--- src/rtl/alu_ctrl_pkg.sv ---
// Shared ALU control codes and exec-unit state encoding.
// Imported by the ALU control decoder and the execution unit.
package alu_ctrl_pkg;

  typedef enum logic [2:0] {
    ALU_NOP     = 3'b000,
    ALU_AND     = 3'b001,
    ALU_OR      = 3'b010,
    ALU_ADD     = 3'b011,
    ALU_SUB     = 3'b100,
    ALU_MUL     = 3'b101,
    ALU_BEQ_SUB = 3'b110,
    ALU_RSVD    = 3'b111
  } alu_op_e;

  typedef enum logic {
    ST_IDLE = 1'b0,
    ST_MUL  = 1'b1
  } exec_state_e;

endpackage

--- src/rtl/alu_exec_unit_if.sv ---
// Request/response bus of the ALU execution unit (start/ready/done handshake).
interface alu_exec_unit_if #(parameter int WIDTH = 32);
  import alu_ctrl_pkg::*;

  logic             start_i;
  alu_op_e          ALU_Ctrl_i;
  logic [WIDTH-1:0] src1_i;
  logic [WIDTH-1:0] src2_i;
  logic             ready_o;
  logic             done_o;
  logic [WIDTH-1:0] result_o;
  logic             zero_o;

  modport master (
    output start_i, ALU_Ctrl_i, src1_i, src2_i,
    input  ready_o, done_o, result_o, zero_o
  );

  modport slave (
    input  start_i, ALU_Ctrl_i, src1_i, src2_i,
    output ready_o, done_o, result_o, zero_o
  );

endinterface

--- src/rtl/alu_mul_iter.sv ---
// Iterative shift-add multiplier: one partial-product step per cycle, WIDTH steps.
// product_o already includes the final step so it can be captured on the done edge.
module alu_mul_iter #(
  parameter int WIDTH = 32
) (
  input  logic             clk_i,
  input  logic             rst_i,
  input  logic             load_i,
  input  logic [WIDTH-1:0] mcand_i,
  input  logic [WIDTH-1:0] mplier_i,
  output logic             busy_o,
  output logic             done_o,
  output logic [WIDTH-1:0] product_o
);

  localparam int CNT_W = $clog2(WIDTH);

  logic [WIDTH-1:0] acc, mcand, mplier, addend, acc_nxt;
  logic [CNT_W-1:0] cnt;
  logic             busy, last;

  assign addend  = mplier[0] ? mcand : '0;
  assign acc_nxt = acc + addend;
  assign last    = busy && (cnt == CNT_W'(WIDTH - 1));

  always_ff @(posedge clk_i) begin
    if (rst_i) begin
      acc    <= '0;
      mcand  <= '0;
      mplier <= '0;
      cnt    <= '0;
      busy   <= 1'b0;
    end else if (load_i) begin
      acc    <= '0;
      mcand  <= mcand_i;
      mplier <= mplier_i;
      cnt    <= '0;
      busy   <= 1'b1;
    end else if (busy) begin
      acc    <= acc_nxt;
      mcand  <= mcand << 1;
      mplier <= mplier >> 1;
      cnt    <= last ? '0 : cnt + 1'b1;
      if (last) busy <= 1'b0;
    end
  end

  assign busy_o    = busy;
  assign done_o    = last;
  assign product_o = acc_nxt;

endmodule

--- src/rtl/alu_exec_unit.sv ---
// ALU execution unit: single-cycle logic/add/sub/compare, iterative multiply,
// registered result/zero with a one-cycle done pulse per accepted op.
module alu_exec_unit
  import alu_ctrl_pkg::*;
#(
  parameter int WIDTH = 32
) (
  input  logic           clk_i,
  input  logic           rst_i,
  alu_exec_unit_if.slave bus
);

  exec_state_e      state, state_nxt;
  logic             ready, accept, is_mul, mul_load, mul_busy, mul_done, cmpl;
  logic [WIDTH-1:0] src1, src2, alu_res, product, res_nxt;
  logic [WIDTH-1:0] result_q;
  logic             zero_q, done_q;

  assign src1     = bus.src1_i;
  assign src2     = bus.src2_i;
  assign ready    = (state == ST_IDLE) && !mul_busy;
  assign accept   = bus.start_i && ready;
  assign is_mul   = (bus.ALU_Ctrl_i == ALU_MUL);
  assign mul_load = accept && is_mul;

  alu_mul_iter #(.WIDTH(WIDTH)) u_mul (
    .clk_i     (clk_i),
    .rst_i     (rst_i),
    .load_i    (mul_load),
    .mcand_i   (src1),
    .mplier_i  (src2),
    .busy_o    (mul_busy),
    .done_o    (mul_done),
    .product_o (product)
  );

  always_comb begin
    alu_res = '0;
    unique case (bus.ALU_Ctrl_i)
      ALU_AND:              alu_res = src1 & src2;
      ALU_OR:               alu_res = src1 | src2;
      ALU_ADD:              alu_res = src1 + src2;
      ALU_SUB, ALU_BEQ_SUB: alu_res = src1 - src2;
      default:              alu_res = '0;
    endcase
  end

  // Compare uses the subtract path; zero on A-B is exactly A==B.
  always_comb begin
    state_nxt = state;
    cmpl      = 1'b0;
    res_nxt   = alu_res;
    unique case (state)
      ST_IDLE: begin
        if (accept && is_mul) state_nxt = ST_MUL;
        cmpl = accept && !is_mul;
      end
      ST_MUL: begin
        res_nxt = product;
        cmpl    = mul_done;
        if (mul_done) state_nxt = ST_IDLE;
      end
      default: state_nxt = ST_IDLE;
    endcase
  end

  always_ff @(posedge clk_i) begin
    if (rst_i) begin
      state    <= ST_IDLE;
      done_q   <= 1'b0;
      result_q <= '0;
      zero_q   <= 1'b1;
    end else begin
      state  <= state_nxt;
      done_q <= cmpl;
      if (cmpl) begin
        result_q <= res_nxt;
        zero_q   <= (res_nxt == '0);
      end
    end
  end

  assign bus.ready_o  = ready;
  assign bus.done_o   = done_q;
  assign bus.result_o = result_q;
  assign bus.zero_o   = zero_q;

endmodule

--- src/flat_wrapper.sv ---
// flat-port wrapper written by rule: the top's interface ports become plain ports
module alu_exec_unit_flat import alu_ctrl_pkg::*;
#(
  parameter int WIDTH = 32
)
  (clk_i, rst_i, bus_start_i, bus_ALU_Ctrl_i, bus_src1_i, bus_src2_i, bus_ready_o, bus_done_o, bus_result_o, bus_zero_o);
  alu_exec_unit_if #(.WIDTH(WIDTH)) bus_i ();
  input  logic clk_i;
  input  logic rst_i;
  input wire logic [$bits(bus_i.start_i)-1:0] bus_start_i;
  input wire logic [$bits(bus_i.ALU_Ctrl_i)-1:0] bus_ALU_Ctrl_i;
  input wire logic [$bits(bus_i.src1_i)-1:0] bus_src1_i;
  input wire logic [$bits(bus_i.src2_i)-1:0] bus_src2_i;
  output wire logic [$bits(bus_i.ready_o)-1:0] bus_ready_o;
  output wire logic [$bits(bus_i.done_o)-1:0] bus_done_o;
  output wire logic [$bits(bus_i.result_o)-1:0] bus_result_o;
  output wire logic [$bits(bus_i.zero_o)-1:0] bus_zero_o;
  assign bus_i.start_i = bus_start_i;
  assign bus_i.ALU_Ctrl_i = bus_ALU_Ctrl_i;
  assign bus_i.src1_i = bus_src1_i;
  assign bus_i.src2_i = bus_src2_i;
  assign bus_ready_o = bus_i.ready_o;
  assign bus_done_o = bus_i.done_o;
  assign bus_result_o = bus_i.result_o;
  assign bus_zero_o = bus_i.zero_o;
  alu_exec_unit #(.WIDTH(WIDTH)) u_core (.clk_i(clk_i), .rst_i(rst_i), .bus(bus_i));
endmodule
--- config.mk ---
export PLATFORM = sky130hd
export DESIGN_NAME = alu_exec_unit_flat
export DESIGN_NICKNAME = d
export VERILOG_FILES = /design/src/rtl/alu_ctrl_pkg.sv /design/src/rtl/alu_exec_unit_if.sv /design/src/rtl/alu_mul_iter.sv /design/src/rtl/alu_exec_unit.sv /design/src/flat_wrapper.sv
export SDC_FILE = /design/constraint.sdc
export NUM_CORES = 1
export LEC_CHECK = 0
export BUFFER_PORTS_ARGS = -buffer_cell sky130_fd_sc_hd__buf_4
export CAP_MARGIN = 40
export CORE_MARGIN = 3
export CORE_UTILIZATION = 61
export CTS_CLUSTER_DIAMETER = 30
export DETAILED_ROUTE_END_ITERATION = 10
export HOLD_SLACK_MARGIN = 0.05
export PLACE_DENSITY_LB_ADDON = 0.15
export SLEW_MARGIN = 5
export SYNTH_ARGS = -nofsm -noshare
export SYNTH_HDL_FRONTEND = slang
export SYNTH_SLANG_ARGS = --single-unit
--- constraint.sdc ---
create_clock -name clk_i -period 6.76 [get_ports clk_i]
set_clock_uncertainty 0.1 [all_clocks]
set_input_delay 1.352 -clock clk_i [delete_from_list [all_inputs] [get_ports clk_i]]
set_output_delay 1.352 -clock clk_i [all_outputs]
set_load 0.01 [all_outputs]
==> impl_table.tex, run 1 <==
\begin{tabular}{lr}
\hline
Metric & Value \\
\hline
\multicolumn{2}{l}{\textbf{Outcome}} \\
\quad Outcome & finished clean \\
\multicolumn{2}{l}{\textbf{Power and ir drop}} \\
\quad Power per cell area & 198 nW/um\^{}2 \\
\quad Static Leak & 5.08 nW \\
\quad Worst vdd rail ir drop & 0.171 mV \\
\multicolumn{2}{l}{\textbf{Setup path}} \\
\quad Arrival time worst endpoint & 6.14 ns \\
\quad Start point of the critical path & bus\_src2\_i[0] \\
\quad Launch point of the worst reg-to-reg path & u\_core.u\_mul.mplier[0] \\
\quad WS Path Type & in2reg \\
\quad Critical path data required time & 7.00 ns \\
\quad Startpoint type of the worst setup path & input port \\
\quad Critical path endpoint category & register \\
\quad Flop-to-flop setup slack & 2.14 ns \\
\quad Worst R2R Path Depth & 16 \\
\quad Critical path fanouts, max & 6 \\
\quad End of the worst register-to-register path & u\_core.bus.zero\_o \\
\multicolumn{2}{l}{\textbf{Route}} \\
\quad Residual DRC & 0 \\
\quad Number of detailed-routing iterations run before antenna repair & 5 \\
\quad Antenna Violating Nets Remaining & 0 \\
\quad Number of vias after detailed routing & 11,127 \\
\quad Detailed-route vias per instance & 6.47 \\
\quad Final Routed Wirelength & 33,900 um \\
\quad Avg WL per Cell & 19.7 um \\
\quad Number of DRC markers after the initial detailed-route iteration & 1,032 \\
\multicolumn{2}{l}{\textbf{Cells and area}} \\
\quad Synth-to-layout area growth & 14.2\% \\
\quad Cell Count, Final, Fillers Out & 1,720 \\
\quad Layout filler cell count & 1,448 \\
\quad Antenna cells & 0 \\
\quad Layout cells sized above 1 & 13.1\% \\
\quad Count of nets after finishing & 1,621 \\
\multicolumn{2}{l}{\textbf{Placement}} \\
\quad Place WS & 0.492 ns \\
\quad DP HPWL & 25,700 um \\
\quad GP Congestion & 1.00 \\
\quad Number of port buffers & 104 \\
\quad Cell Count Post-Placement & 1,688 \\
\multicolumn{2}{l}{\textbf{Hold path}} \\
\quad Worst hold path startpoint & u\_core.u\_mul.mplier[24] \\
\quad Worst hold path depth & 2 \\
\quad Endpoint of the worst hold-timing path & u\_core.u\_mul.mplier[24] \\
\quad Path category of the worst min-delay check & reg2reg \\
\multicolumn{2}{l}{\textbf{Die}} \\
\quad Std cell rows & 48 \\
\quad Effective utilization at floorplan & 62.6\% \\
\quad Die Outline Area & 19,500 sq um \\
\quad Number of primary I/O pins & 105 \\
\quad Core Area & 17,400 sq um \\
\quad Die extent in x & 140 um \\
\quad Die Span Y & 140 um \\
\multicolumn{2}{l}{\textbf{Synth}} \\
\quad Fraction of the mapped netlist area in adder cells & 8.08\% \\
\quad Share of cell area taken by muxes after synthesis & 3.42\% \\
\quad Fraction of registers with async set/reset & 0\% \\
\quad Syn Inst Count & 1,430 \\
\quad Main synth FF type & sky130\_fd\_sc\_hd\_\_dfxtp\_1 \\
\quad Number of warning messages in the yosys log & 0 \\
\quad Combinational family with the most area after synthesis & compound AO/OA/AOI/OAI gates \\
\quad Count of distinct cell types in the synthesized netlist & 83 \\
\quad Post-Syn Area & 10,900 sq um \\
\quad Xor/xnor cell area share of the yosys netlist & 6.68\% \\
\quad Fraction of the mapped netlist area in simple logic gates & 21.4\% \\
\quad Post-synth EDFFs & 0 \\
\quad Register bit count reported by yosys & 137 \\
\quad Average cell area after synthesis & 7.60 sq um \\
\quad Compound-cell area share of the yosys netlist & 31.0\% \\
\quad Part of the Yosys area used for sequential elements & 25.2\% \\
\quad Post-synth net total & 1,569 \\
\multicolumn{2}{l}{\textbf{Global routing}} \\
\quad First-pass GRT wire length & 54,200 um \\
\quad Vias in the first global route & 10,125 \\
\quad Antenna violations before repair & 1 \\
\quad Congestion Overflow GR & 0 \\
\quad Global routing usage summed across all routing layers & 34.2\% \\
\quad Maximum number of pins on one net before global-route repair & 69 \\
\multicolumn{2}{l}{\textbf{Clocking}} \\
\quad Buffers inserted by post-CTS timing repair & 0 \\
\quad TritonCTS clock tree & built \\
\quad Cell at the root of the clock tree & sky130\_fd\_sc\_hd\_\_clkbuf\_16 \\
\quad Clock sink count & 137 \\
\quad Worst-Skew Late Latency & 0.43 ns \\
\quad Maximum buffer depth of the clock tree & 2 \\
\quad Clk pin slew, worst setup/hold paths & 0.06 ns \\
\quad Hold-fix buffer count after cts & 0 \\
\quad Number of H-tree levels & 4 \\
\quad Cts bufs inserted & 17 \\
\quad Total of cells resized after clock tree synthesis & 0 \\
\multicolumn{2}{l}{\textbf{STA}} \\
\quad Summed negative setup slack over all endpoints & 0 ns \\
\quad Slew Limit Fails & 0 \\
\quad Worst setup slack after layout & 0.864 ns \\
\quad RSZ-0062 raised after global routing & no \\
\quad Worst slew margin relative to its limit & 45.0\% \\
\quad Setup violators final & 0 \\
\quad Slew at the pin closest to its max-slew limit & 0.814 ns \\
\quad Share of the clock period used by the worst path & 87.2\% \\
\quad Fin. Hold Viols & 0 \\
\quad Max Clk Rate & 0.170 GHz \\
\quad Final critical path time including I/O delays and setup & 5.90 ns \\
\multicolumn{2}{l}{\textbf{Flow run}} \\
\quad Max cap viols & 0 \\
\hline
\end{tabular}
## cells by family (layout without fill, tap and decap cells)
logic type      after synthesis  count (layout)
compound gates              498             498
xor+xnor                     82              82
fa+ha+maj                    69              69
buf+inv                     120             185
flops                       137             137
mux                          37              37
simple gates                487             487
## worst max-delay path, stage by stage
cell and delay, ns:
sky130_fd_sc_hd__buf_4 0.13, sky130_fd_sc_hd__inv_1 0.08, sky130_fd_sc_hd__ha_1 0.19, sky130_fd_sc_hd__nand2b_1 0.07, sky130_fd_sc_hd__or4_1 0.42, sky130_fd_sc_hd__nor2_1 0.22
sky130_fd_sc_hd__nand2_1 0.11, sky130_fd_sc_hd__nor4_1 0.32, sky130_fd_sc_hd__nand2b_1 0.15, sky130_fd_sc_hd__o21ai_0 0.21, sky130_fd_sc_hd__xor2_1 0.17, sky130_fd_sc_hd__ha_1 0.31
sky130_fd_sc_hd__a211oi_1 0.30, sky130_fd_sc_hd__o211ai_1 0.13, sky130_fd_sc_hd__a21boi_0 0.21, sky130_fd_sc_hd__o311ai_0 0.39, sky130_fd_sc_hd__a21oi_1 0.12, sky130_fd_sc_hd__o21ai_0 0.27
sky130_fd_sc_hd__and3b_1 0.22, sky130_fd_sc_hd__o31ai_2 0.22, sky130_fd_sc_hd__and4_1 0.22, sky130_fd_sc_hd__nand4b_1 0.10, sky130_fd_sc_hd__o31ai_1 0.22
## layout make-up
type	count	area (sq um)	share of cell area, %
well taps	225	282	2.27
inverters	28	105	0.846
flip-flops and latches	137	2750	22.1
repair buffers	125	983	7.92
multi-input cells	1173	7720	62.1
clock inverters	14	135	1.09
clock buffers	18	450	3.63
## worst max-delay path by stage
stage,to,slack [ns],cells after the start
5_1_grt,u_core.bus.zero_o,0.33,23
6_report,u_core.bus.zero_o,0.86,23
2_1_floorplan,u_core.bus.zero_o,1.22,22
3_3_place_gp,u_core.bus.zero_o,0.72,23
3_5_place_dp,u_core.bus.zero_o,0.49,23
4_1_cts,u_core.bus.zero_o,0.92,23
## synth_stat cells, types with 4 or more instances
cell type	instances	area, sq um
sky130_fd_sc_hd__a22oi_1	75	563
sky130_fd_sc_hd__xor2_1	34	298
sky130_fd_sc_hd__a31oi_1	9	56.3
sky130_fd_sc_hd__o22ai_1	5	31.3
sky130_fd_sc_hd__nand2_1	133	499
sky130_fd_sc_hd__buf_1	13	48.8
sky130_fd_sc_hd__o31ai_1	9	67.6
sky130_fd_sc_hd__nor3b_1	4	30.0
sky130_fd_sc_hd__nand2b_1	11	68.8
sky130_fd_sc_hd__nand4_1	16	100
sky130_fd_sc_hd__and3_1	9	56.3
sky130_fd_sc_hd__a211oi_1	43	323
sky130_fd_sc_hd__a21o_1	46	345
sky130_fd_sc_hd__o21ai_0	50	250
sky130_fd_sc_hd__nor4_1	5	31.3
sky130_fd_sc_hd__a221oi_1	13	114
sky130_fd_sc_hd__a211oi_2	4	50.1
sky130_fd_sc_hd__xnor2_1	47	412
sky130_fd_sc_hd__mux2i_1	36	360
sky130_fd_sc_hd__or3_1	6	37.5
sky130_fd_sc_hd__and2_1	37	231
sky130_fd_sc_hd__o21bai_1	8	60.1
sky130_fd_sc_hd__dfxtp_1	137	2740
sky130_fd_sc_hd__o21a_1	10	75.1
sky130_fd_sc_hd__o211ai_1	8	60.1
sky130_fd_sc_hd__nand3b_1	4	30.0
sky130_fd_sc_hd__ha_1	67	838
sky130_fd_sc_hd__nand3_1	25	125
sky130_fd_sc_hd__a21oi_1	154	771
sky130_fd_sc_hd__o311ai_0	6	52.6
sky130_fd_sc_hd__nor3_1	32	160
sky130_fd_sc_hd__o21ai_1	10	50.1
sky130_fd_sc_hd__nor2b_1	15	93.8
sky130_fd_sc_hd__clkbuf_1	72	270
sky130_fd_sc_hd__a221o_1	6	60.1
sky130_fd_sc_hd__nor2_1	163	612
sky130_fd_sc_hd__inv_1	27	101
sky130_fd_sc_hd__buf_2	7	35.0
## power by group
group          switching (W)  internal [W]  total [W]
Clock               0.000392      0.000536   0.000928
Sequential         0.0000220      0.000838   0.000860
Combinational       0.000396      0.000269   0.000665
Total               0.000810       0.00164    0.00245
## flip-flops by register name, indices dropped and copies added, names as in the netlist
name,flops
u_core.u_mul.mcand,32
u_core.u_mul.busy_o,1
u_core.bus.zero_o,1
u_core.bus.done_o,1
u_core.u_mul.acc,32
u_core.u_mul.mplier,32
u_core.bus.result_o,32
u_core.state,1
u_core.u_mul.cnt,5
## metal layers
layer | vias up | wire length (um) | global-route usage [%]
met1 | 5207 | 15600 | 51.4
met2 | 521 | 14500 | 50.6
met3 | 36 | 3480 | 7.90
met4 | 0 | 351 | 5.56
met5 | - | 0 | 0
li1 | 5363 | - | -
## layout by cell type (no fill, tap or decap), drive strengths merged, types with 18 or more instances in the layout
master | Yosys | layout
nor2 | 166 | 166
a21oi | 156 | 156
dfxtp | 137 | 137
nand2 | 133 | 133
buf | 20 | 125
a22oi | 75 | 75
ha | 67 | 67
o21ai | 60 | 60
xnor2 | 48 | 48
a211oi | 47 | 47
a21o | 46 | 46
and2 | 39 | 39
mux2i | 36 | 36
xor2 | 34 | 34
inv | 27 | 33
nor3 | 32 | 32
nand3 | 25 | 25
clkbuf | 72 | 18
## metrics by stage
stage	hold slack, ns	utilization [%]	cell area (sq um)	power (W)
final	0.355	71.6	12400	0.00245
after global routing	0.374	71.6	12400	0.00256
after CTS	0.355	71.6	12400	0.00245
after detailed placement	0.347	68.2	11800	0.00152
after global placement	0.340	67.7	11800	0.00151
after floorplan	0.336	-	10900	0.00130
No activity file was read; power rests on OpenSTA's default activity.
==> run 2, diff against run 1 <==
--- a/config.mk
+++ b/config.mk
@@ -7,6 +7,7 @@
 export LEC_CHECK = 0
 export BUFFER_PORTS_ARGS = -buffer_cell sky130_fd_sc_hd__buf_4
 export CAP_MARGIN = 40
+export CORE_ASPECT_RATIO = 1.4
 export CORE_MARGIN = 3
 export CORE_UTILIZATION = 61
 export CTS_CLUSTER_DIAMETER = 30
==> constraint.sdc (replaced) <==
create_clock -name clk_i -period 6.55 [get_ports clk_i]
set_clock_uncertainty 0.1 [all_clocks]
set_input_delay 1.31 -clock clk_i [delete_from_list [all_inputs] [get_ports clk_i]]
set_output_delay 1.31 -clock clk_i [all_outputs]
set_load 0.01 [all_outputs]
==> run 2 against run 1 <==
  * Final cell count rose by 0.47%
  * Clock power rose by 9.9%
  * Die area rose by 0.12%
  * Critical endpoint unchanged
==> impl_table.tex, run 2 (synthesis results as in run 1) <==
\begin{tabular}{lr}
\hline
Metric & Value \\
\hline
\multicolumn{2}{l}{\textbf{Die}} \\
\quad Std cell rows & 57 (+19\%) \\
\quad Die Outline Area & 19,500 sq um (+0.12\%) \\
\quad Die extent in x & 119 um (-15\%) \\
\quad Effective utilization at floorplan & 62.5\% (-0.16 points) \\
\quad Number of primary I/O pins & 105 (unchanged) \\
\quad Die Span Y & 164 um (+18\%) \\
\quad Core Area & 17,400 sq um (+0.26\%) \\
\multicolumn{2}{l}{\textbf{Route}} \\
\quad Detailed-route vias per instance & 6.45 (-0.28\%) \\
\quad Number of vias after detailed routing & 11,147 (+0.18\%) \\
\quad Residual DRC & 0 (unchanged) \\
\quad Avg WL per Cell & 19.8 um (+0.11\%) \\
\quad Antenna Violating Nets Remaining & 0 (unchanged) \\
\quad Number of detailed-routing iterations run before antenna repair & 6 (+1) \\
\quad Number of DRC markers after the initial detailed-route iteration & 1,019 (-1.3\%) \\
\quad Final Routed Wirelength & 34,100 um (+0.58\%) \\
\multicolumn{2}{l}{\textbf{Cells and area}} \\
\quad Highest-count cells in the layout ignoring fill and taps & sky130\_fd\_sc\_hd\_\_nor2\_1, sky130\_fd\_sc\_hd\_\_a21oi\_1, sky130\_fd\_sc\_hd\_\_dfxtp\_1 \\
\quad Most common library cell in the layout ignoring fill and taps & sky130\_fd\_sc\_hd\_\_nor2\_1 \\
\quad Antenna cells & 0 (unchanged) \\
\quad Layout cells sized above 1 & 12.9\% (-0.24 points) \\
\quad Synth-to-layout area growth & 14.4\% \\
\quad Count of nets after finishing & 1,618 (-0.19\%) \\
\quad Design area & 12,400 sq um (+0.12\%) \\
\multicolumn{2}{l}{\textbf{STA}} \\
\quad Max Clk Rate & 0.172 GHz \\
\quad Setup violators final & 0 (unchanged) \\
\quad Slew Limit Fails & 0 (unchanged) \\
\quad RSZ-0062 raised after global routing & no \\
\quad Summed negative setup slack over all endpoints & 0 ns (unchanged) \\
\quad Final critical path time including I/O delays and setup & 5.81 ns \\
\quad Slew at the pin closest to its max-slew limit & 0.908 ns (+0.0940 ns) \\
\quad Fin. Hold Viols & 0 (unchanged) \\
\quad Worst slew margin relative to its limit & 39.5\% (-5.6 points) \\
\quad Share of the clock period used by the worst path & 88.7\% \\
\multicolumn{2}{l}{\textbf{Global routing}} \\
\quad Met2 layer usage reported by global route & 57.1\% (+6.5 points) \\
\quad Global routing usage summed across all routing layers & 34.6\% (+0.45 points) \\
\quad Highest-utilization routing layer at the global route stage & met2 \\
\quad Congestion Overflow GR & 0 (unchanged) \\
\quad Vias in the first global route & 10,536 (+4.1\%) \\
\quad Maximum number of pins on one net before global-route repair & 83 (+20\%) \\
\quad Global-route met3 utilization & 6.20\% (-1.7 points) \\
\quad Global Route met1 Usage & 46.3\% (-5.1 points) \\
\quad First-pass GRT wire length & 54,500 um (+0.55\%) \\
\quad Antenna violations before repair & 0 (-1) \\
\multicolumn{2}{l}{\textbf{Clocking}} \\
\quad Hold-fix buffer count after cts & 0 (unchanged) \\
\quad Maximum buffer depth of the clock tree & 2 (unchanged) \\
\quad Cts bufs inserted & 17 (unchanged) \\
\quad Cell at the root of the clock tree & sky130\_fd\_sc\_hd\_\_clkbuf\_16 \\
\quad Worst-Skew Late Latency & 0.44 ns (about the same) \\
\quad Number of H-tree levels & 4 (unchanged) \\
\quad Clk pin slew, worst setup/hold paths & 0.07 ns (about the same) \\
\quad Total of cells resized after clock tree synthesis & 0 (unchanged) \\
\quad TritonCTS clock tree & built \\
\quad Buffers inserted by post-CTS timing repair & 0 (unchanged) \\
\quad Clock sink count & 137 (unchanged) \\
\multicolumn{2}{l}{\textbf{Flow run}} \\
\quad Max cap viols & 0 (unchanged) \\
\multicolumn{2}{l}{\textbf{Power and ir drop}} \\
\quad Power per cell area & 208 nW/um\^{}2 (+5.2\%) \\
\quad Worst vdd rail ir drop & 0.155 mV (-9.5\%) \\
\quad Static Leak & 5.07 nW (-0.17\%) \\
\multicolumn{2}{l}{\textbf{Setup path}} \\
\quad WS Path Type & in2reg \\
\quad Critical path fanouts, max & 6 (unchanged) \\
\quad Worst stage delay on the critical path & 0.50 ns (+0.08 ns) \\
\quad Worst path most repeated cell & sky130\_fd\_sc\_hd\_\_o21ai\_0 \\
\quad Critical path data required time & 6.82 ns (-0.18 ns) \\
\quad Critical path endpoint category & register \\
\quad Cell-by-cell trace of the critical path & buf\_4 > inv\_1 > ha\_1 > nand2b\_1 > or4\_1 > nor2\_1 > nand2\_1 > nor4\_1 > nand2b\_1 > o21ai\_0 > xor2\_1 > ha\_1 > and2\_1 > o21ai\_0 > a21boi\_0 > o311ai\_0 > a21oi\_1 > o21ai\_0 > nor3b\_1 > o31ai\_2 > and4\_1 > nand4b\_1 > o31ai\_1 \\
\quad Arrival time worst endpoint & 6.08 ns (-0.06 ns) \\
\quad Critical-path cell with the highest stage delay & sky130\_fd\_sc\_hd\_\_a21boi\_0 \\
\quad Startpoint type of the worst setup path & input port \\
\multicolumn{2}{l}{\textbf{Placement}} \\
\quad DP HPWL & 25,900 um (+0.79\%) \\
\quad Instance area after placement & 11,800 sq um (about the same) \\
\quad Number of port buffers & 104 (unchanged) \\
\quad GP Congestion & 0.977 (-2.6\%) \\
\multicolumn{2}{l}{\textbf{Hold path}} \\
\quad Path category of the worst min-delay check & reg2reg \\
\multicolumn{2}{l}{\textbf{Outcome}} \\
\quad Outcome & finished clean \\
\hline
\end{tabular}
## run 2: cell types whose count changed in the layout (fill, tap and decap cells not counted), sizes merged
cell and change:
buf -3, clkinv -3, bufinv +1, clkbuf +1, inv +1
## run 2: final timing paths
check | startpoint | slack, ns | endpoint | cells after the start
setup reg to reg | u_core.u_mul.mplier[0] | 1.81 | u_core.bus.zero_o | 16
setup / recovery | bus_src2_i[0] | 0.74 | u_core.bus.zero_o | 23
hold reg to reg | u_core.u_mul.mplier[4] | 0.36 | u_core.u_mul.mplier[4] | 2
hold / removal | u_core.u_mul.mplier[4] | 0.36 | u_core.u_mul.mplier[4] | 2
## run 2: metrics by stage
step	setup WS [ns]	utilization (%)	power [W]	std cells	hold WS (ns)
CTS	0.789	71.5	0.00257	1728	0.360
global route	0.169	71.5	0.00269	1728	0.381
global placement	0.463	67.5	0.00156	1692	0.342
floorplan	1.06	-	0.00135	1430	0.336
finish	0.738	71.5	0.00258	1728	0.358
detailed placement	0.341	68.0	0.00157	1696	0.350
## run 2: routing by layer
layer,up-vias,routed length [um],part of all wire (%)
met4,0,742,2.2
li1,5359,-,-
met2,424,16300,48
met1,5301,14600,43
met5,-,0,0
met3,63,2560,7.5
## run 2: layout make-up
class / instances / area [sq um]
sequential: 137 / 2750
timing repair buffer: 122 / 961
clock inverter: 13 / 155
inverter: 28 / 105
fill: 1532 / 4970
tap: 236 / 295
clock buffer: 19 / 454
multi-input combinational: 1173 / 7720
## run 2: critical path, delay by kind of cell
kind	cells	cell delay, ns
and+or+nand+nor	10	1.99
adders and majority gates	2	0.57
AOI/OAI and AO/OA	8	1.90
buffers and inverters	2	0.22
xor gates and xnor gates	1	0.09
## run 2: where the power goes
group	switching [W]	internal [W]	total, W
logic	0.000406	0.000273	0.000679
clock network	0.000423	0.000594	0.00102
registers	0.0000230	0.000865	0.000888
==> run 3, diff against run 2 <==
--- a/config.mk
+++ b/config.mk
@@ -5,11 +5,12 @@
 export SDC_FILE = /design/constraint.sdc
 export NUM_CORES = 1
 export LEC_CHECK = 0
+export ABC_AREA = 1
 export BUFFER_PORTS_ARGS = -buffer_cell sky130_fd_sc_hd__buf_4
 export CAP_MARGIN = 40
 export CORE_ASPECT_RATIO = 1.4
 export CORE_MARGIN = 3
-export CORE_UTILIZATION = 61
+export CORE_UTILIZATION = 62
 export CTS_CLUSTER_DIAMETER = 30
 export DETAILED_ROUTE_END_ITERATION = 10
 export HOLD_SLACK_MARGIN = 0.05
==> run 3 against run 2 <==
  * Combinational power is 8.5% higher
  * Synthesized area grew 10%
  * Final area increased by 9.1%
  * Core utilization grew 0.93 points
  * Final cell count up 37%
  * Register-to-register slack gained 1.6 ns
  * Wire length increased by 17%
  * Critical path type unchanged
  * Largest power group unchanged
==> impl_table.tex, run 3 <==
\begin{tabular}{lr}
\hline
Metric & Value \\
\hline
\multicolumn{2}{l}{\textbf{Clocking}} \\
\quad Maximum buffer depth of the clock tree & 2 (unchanged) \\
\quad TritonCTS clock tree & built \\
\quad Clock sink count & 137 (unchanged) \\
\quad Worst-Skew Late Latency & 0.44 ns (about the same) \\
\quad Cts bufs inserted & 17 (unchanged) \\
\quad Clk pin slew, worst setup/hold paths & 0.07 ns (about the same) \\
\quad Cell at the root of the clock tree & sky130\_fd\_sc\_hd\_\_clkbuf\_16 \\
\quad Buffers inserted by post-CTS timing repair & 0 (unchanged) \\
\quad Number of H-tree levels & 4 (unchanged) \\
\quad Total of cells resized after clock tree synthesis & 0 (unchanged) \\
\quad Hold-fix buffer count after cts & 0 (unchanged) \\
\multicolumn{2}{l}{\textbf{Setup path}} \\
\quad Startpoint type of the worst setup path & input port \\
\quad Critical-path cell with the highest stage delay & sky130\_fd\_sc\_hd\_\_ha\_1 \\
\quad Flop-to-flop setup slack & 3.38 ns (+1.57 ns) \\
\quad End of the worst register-to-register path & u\_core.bus.zero\_o \\
\quad WS Path Type & in2reg \\
\quad Launch point of the worst reg-to-reg path & u\_core.u\_mul.mplier[0] \\
\quad Worst stage delay on the critical path & 0.39 ns (-0.11 ns) \\
\quad Critical path endpoint category & register \\
\quad Worst path most repeated cell & sky130\_fd\_sc\_hd\_\_nand2\_1 \\
\quad Critical path data required time & 6.84 ns (+0.02 ns) \\
\quad Worst R2R Path Depth & 20 (+4) \\
\quad Arrival time worst endpoint & 5.32 ns (-0.76 ns) \\
\quad Critical path fanouts, max & 5 (-1) \\
\multicolumn{2}{l}{\textbf{Synth}} \\
\quad Number of warning messages in the yosys log & 0 (unchanged) \\
\quad Post-synth net total & 2,179 (+39\%) \\
\quad Average cell area after synthesis & 5.86 sq um (-23\%) \\
\quad Most frequent cell after synthesis & sky130\_fd\_sc\_hd\_\_nand2\_1 \\
\quad Post-synth EDFFs & 0 (unchanged) \\
\quad Fraction of registers with async set/reset & 0\% (unchanged) \\
\quad Register bit count reported by yosys & 137 (unchanged) \\
\quad Cells taking the most area after synthesis & sky130\_fd\_sc\_hd\_\_dfxtp\_1, sky130\_fd\_sc\_hd\_\_nand2\_1, sky130\_fd\_sc\_hd\_\_inv\_1, sky130\_fd\_sc\_hd\_\_ha\_1, sky130\_fd\_sc\_hd\_\_nor2\_1 \\
\quad Syn Inst Count & 2,040 (+43\%) \\
\quad Area leader, netlist & sky130\_fd\_sc\_hd\_\_dfxtp\_1 \\
\quad Count of distinct cell types in the synthesized netlist & 46 (-45\%) \\
\quad Main synth FF type & sky130\_fd\_sc\_hd\_\_dfxtp\_1 \\
\quad Most frequent cells after synthesis & sky130\_fd\_sc\_hd\_\_nand2\_1, sky130\_fd\_sc\_hd\_\_inv\_1, sky130\_fd\_sc\_hd\_\_nor2\_1 \\
\quad Share of the synthesized area in the top cell type & 22.9\% (-2.3 points) \\
\quad Post-Syn Area & 12,000 sq um (+10\%) \\
\quad Part of the Yosys area used for sequential elements & 22.9\% (-2.3 points) \\
\multicolumn{2}{l}{\textbf{Route}} \\
\quad Detailed-route vias per instance & 5.79 (-10\%) \\
\quad Number of vias after detailed routing & 13,668 (+23\%) \\
\quad Number of detailed-routing iterations run before antenna repair & 6 (unchanged) \\
\quad Number of DRC markers after the initial detailed-route iteration & 1,407 (+38\%) \\
\quad Avg WL per Cell & 16.9 um (-14\%) \\
\quad Residual DRC & 0 (unchanged) \\
\quad Antenna Violating Nets Remaining & 0 (unchanged) \\
\quad Final Routed Wirelength & 40,000 um (+17\%) \\
\multicolumn{2}{l}{\textbf{Placement}} \\
\quad Instance area after placement & 13,000 sq um (+9.6\%) \\
\quad DP HPWL & 30,900 um (+19\%) \\
\quad Number of port buffers & 104 (unchanged) \\
\quad GP Congestion & 1.03 (+5.5\%) \\
\multicolumn{2}{l}{\textbf{Die}} \\
\quad Die extent in x & 123 um (+3.8\%) \\
\quad Die Outline Area & 21,000 sq um (+7.8\%) \\
\quad Die Span Y & 170 um (+3.9\%) \\
\quad Number of primary I/O pins & 105 (unchanged) \\
\quad Core Area & 18,800 sq um (+7.8\%) \\
\quad Effective utilization at floorplan & 63.8\% (+1.3 points) \\
\quad Std cell rows & 59 (+3.5\%) \\
\multicolumn{2}{l}{\textbf{Power and ir drop}} \\
\quad Final total power & 0.00265 W (+2.5\%) \\
\quad Worst vdd rail ir drop & 0.212 mV (+37\%) \\
\quad Static Leak & 7.10 nW (+40\%) \\
\quad Power per cell area & 195 nW/um\^{}2 (-6.1\%) \\
\multicolumn{2}{l}{\textbf{Flow run}} \\
\quad Max cap viols & 0 (unchanged) \\
\multicolumn{2}{l}{\textbf{STA}} \\
\quad Share of the clock period used by the worst path & 76.8\% (-12 points) \\
\quad Max Clk Rate & 0.199 GHz (+15\%) \\
\quad RSZ-0062 raised after global routing & no \\
\quad Slew Limit Fails & 0 (unchanged) \\
\quad Worst slew margin relative to its limit & 36.8\% (-2.7 points) \\
\quad Fin. Hold Viols & 0 (unchanged) \\
\quad Setup violators final & 0 (unchanged) \\
\quad Slew at the pin closest to its max-slew limit & 0.948 ns (+0.0401 ns) \\
\quad Summed negative setup slack over all endpoints & 0 ns (unchanged) \\
\quad Final critical path time including I/O delays and setup & 5.03 ns (-0.780 ns) \\
\multicolumn{2}{l}{\textbf{Hold path}} \\
\quad Worst hold path startpoint & u\_core.u\_mul.mplier[3] \\
\quad Path category of the worst min-delay check & reg2reg \\
\quad Worst hold path depth & 2 (unchanged) \\
\quad Endpoint of the worst hold-timing path & u\_core.u\_mul.mplier[3] \\
\multicolumn{2}{l}{\textbf{Global routing}} \\
\quad Vias in the first global route & 13,139 (+25\%) \\
\quad Maximum number of pins on one net before global-route repair & 86 (+3.6\%) \\
\quad Antenna violations before repair & 0 (unchanged) \\
\quad First-pass GRT wire length & 63,600 um (+17\%) \\
\quad Congestion Overflow GR & 0 (unchanged) \\
\quad Global routing usage summed across all routing layers & 38.2\% (+3.6 points) \\
\multicolumn{2}{l}{\textbf{Cells and area}} \\
\quad Antenna cells & 0 (unchanged) \\
\quad Synth-to-layout area growth & 13.5\% \\
\quad Design area & 13,600 sq um (+9.1\%) \\
\quad Layout cells sized above 1 & 9.64\% (-3.2 points) \\
\quad Layout filler cell count & 1,650 (+7.7\%) \\
\quad Highest-count cells in the layout ignoring fill and taps & sky130\_fd\_sc\_hd\_\_nand2\_1, sky130\_fd\_sc\_hd\_\_inv\_1, sky130\_fd\_sc\_hd\_\_nor2\_1 \\
\quad Most common library cell in the layout ignoring fill and taps & sky130\_fd\_sc\_hd\_\_nand2\_1 \\
\quad Count of nets after finishing & 2,243 (+39\%) \\
\multicolumn{2}{l}{\textbf{Outcome}} \\
\quad Outcome & finished clean \\
\hline
\end{tabular}
-- run 3: worst max-delay path, delay by kind of cell --
family | cells | cell delay, ns
buffers and inverters | 5 | 0.49
and+or+nand+nor | 22 | 2.29
xor gates and xnor gates | 1 | 0.19
AOI/OAI and AO/OA | 2 | 0.44
adders and majority gates | 2 | 0.60
-- run 3: worst max-delay path by stage --
| stage | from | to | slack, ns | cells after the start |
|---|---|---|---|---|
| 3_5_place_dp | bus_src2_i[0] | u_core.bus.zero_o | 1.14 | 32 |
| 3_3_place_gp | bus_src2_i[0] | u_core.bus.zero_o | 1.06 | 32 |
| 4_1_cts | bus_src2_i[0] | u_core.bus.zero_o | 1.57 | 32 |
| 6_report | bus_src2_i[0] | u_core.bus.zero_o | 1.52 | 32 |
| 5_1_grt | bus_src2_i[0] | u_core.bus.zero_o | 1.14 | 32 |
| 2_1_floorplan | bus_src2_i[0] | u_core.bus.zero_o | 2.25 | 31 |
-- run 3: through the flow --
step / cells / hold WS, ns / setup slack, ns / util, %
finish: 2361 / 0.378 / 1.52 / 72.4
global route: 2361 / 0.389 / 1.14 / 72.4
CTS: 2361 / 0.378 / 1.57 / 72.4
detailed placement: 2329 / 0.369 / 1.14 / 69.1
global placement: 2322 / 0.350 / 1.06 / 68.3
floorplan: 2040 / 0.341 / 2.25 / -
-- run 3: power breakdown --
part / total [W] / leakage [nW] / internal, W / switching [W]
Clock: 0.00102 / 0.287 / 0.000576 / 0.000439
Combinational: 0.000737 / 5.70 / 0.000261 / 0.000476
Sequential: 0.000896 / 1.12 / 0.000870 / 0.0000255
Total: 0.00265 / 7.10 / 0.00171 / 0.000941
-- run 3: logic make-up after synthesis --
family	share of synthesized area [%]
xor+xnor	3.08
buf+inv	11.8
fa+ha+maj	7.35
flops	22.9
simple gates	37.3
compound gates	17.6
-- run 3: per-layer routing --
metal	routed length (um)	up-vias	GRT usage (%)
met5	0	-	0
met4	2050	0	18.4
met3	3040	149	5.59
met2	19300	621	66.1
met1	15600	6215	45.8
li1	-	6683	-
-- run 3: final cells by class --
type / count / area [sq um] / share of cell area (%)
Inverter: 291 / 1090 / 8.05
Clock buffer: 17 / 425 / 3.13
Tap cell: 244 / 305 / 2.25
Sequential cell: 137 / 2750 / 20.2
Timing Repair Buffer: 118 / 993 / 7.32
Clock inverter: 15 / 183 / 1.35
Multi-Input combinational cell: 1539 / 7830 / 57.7
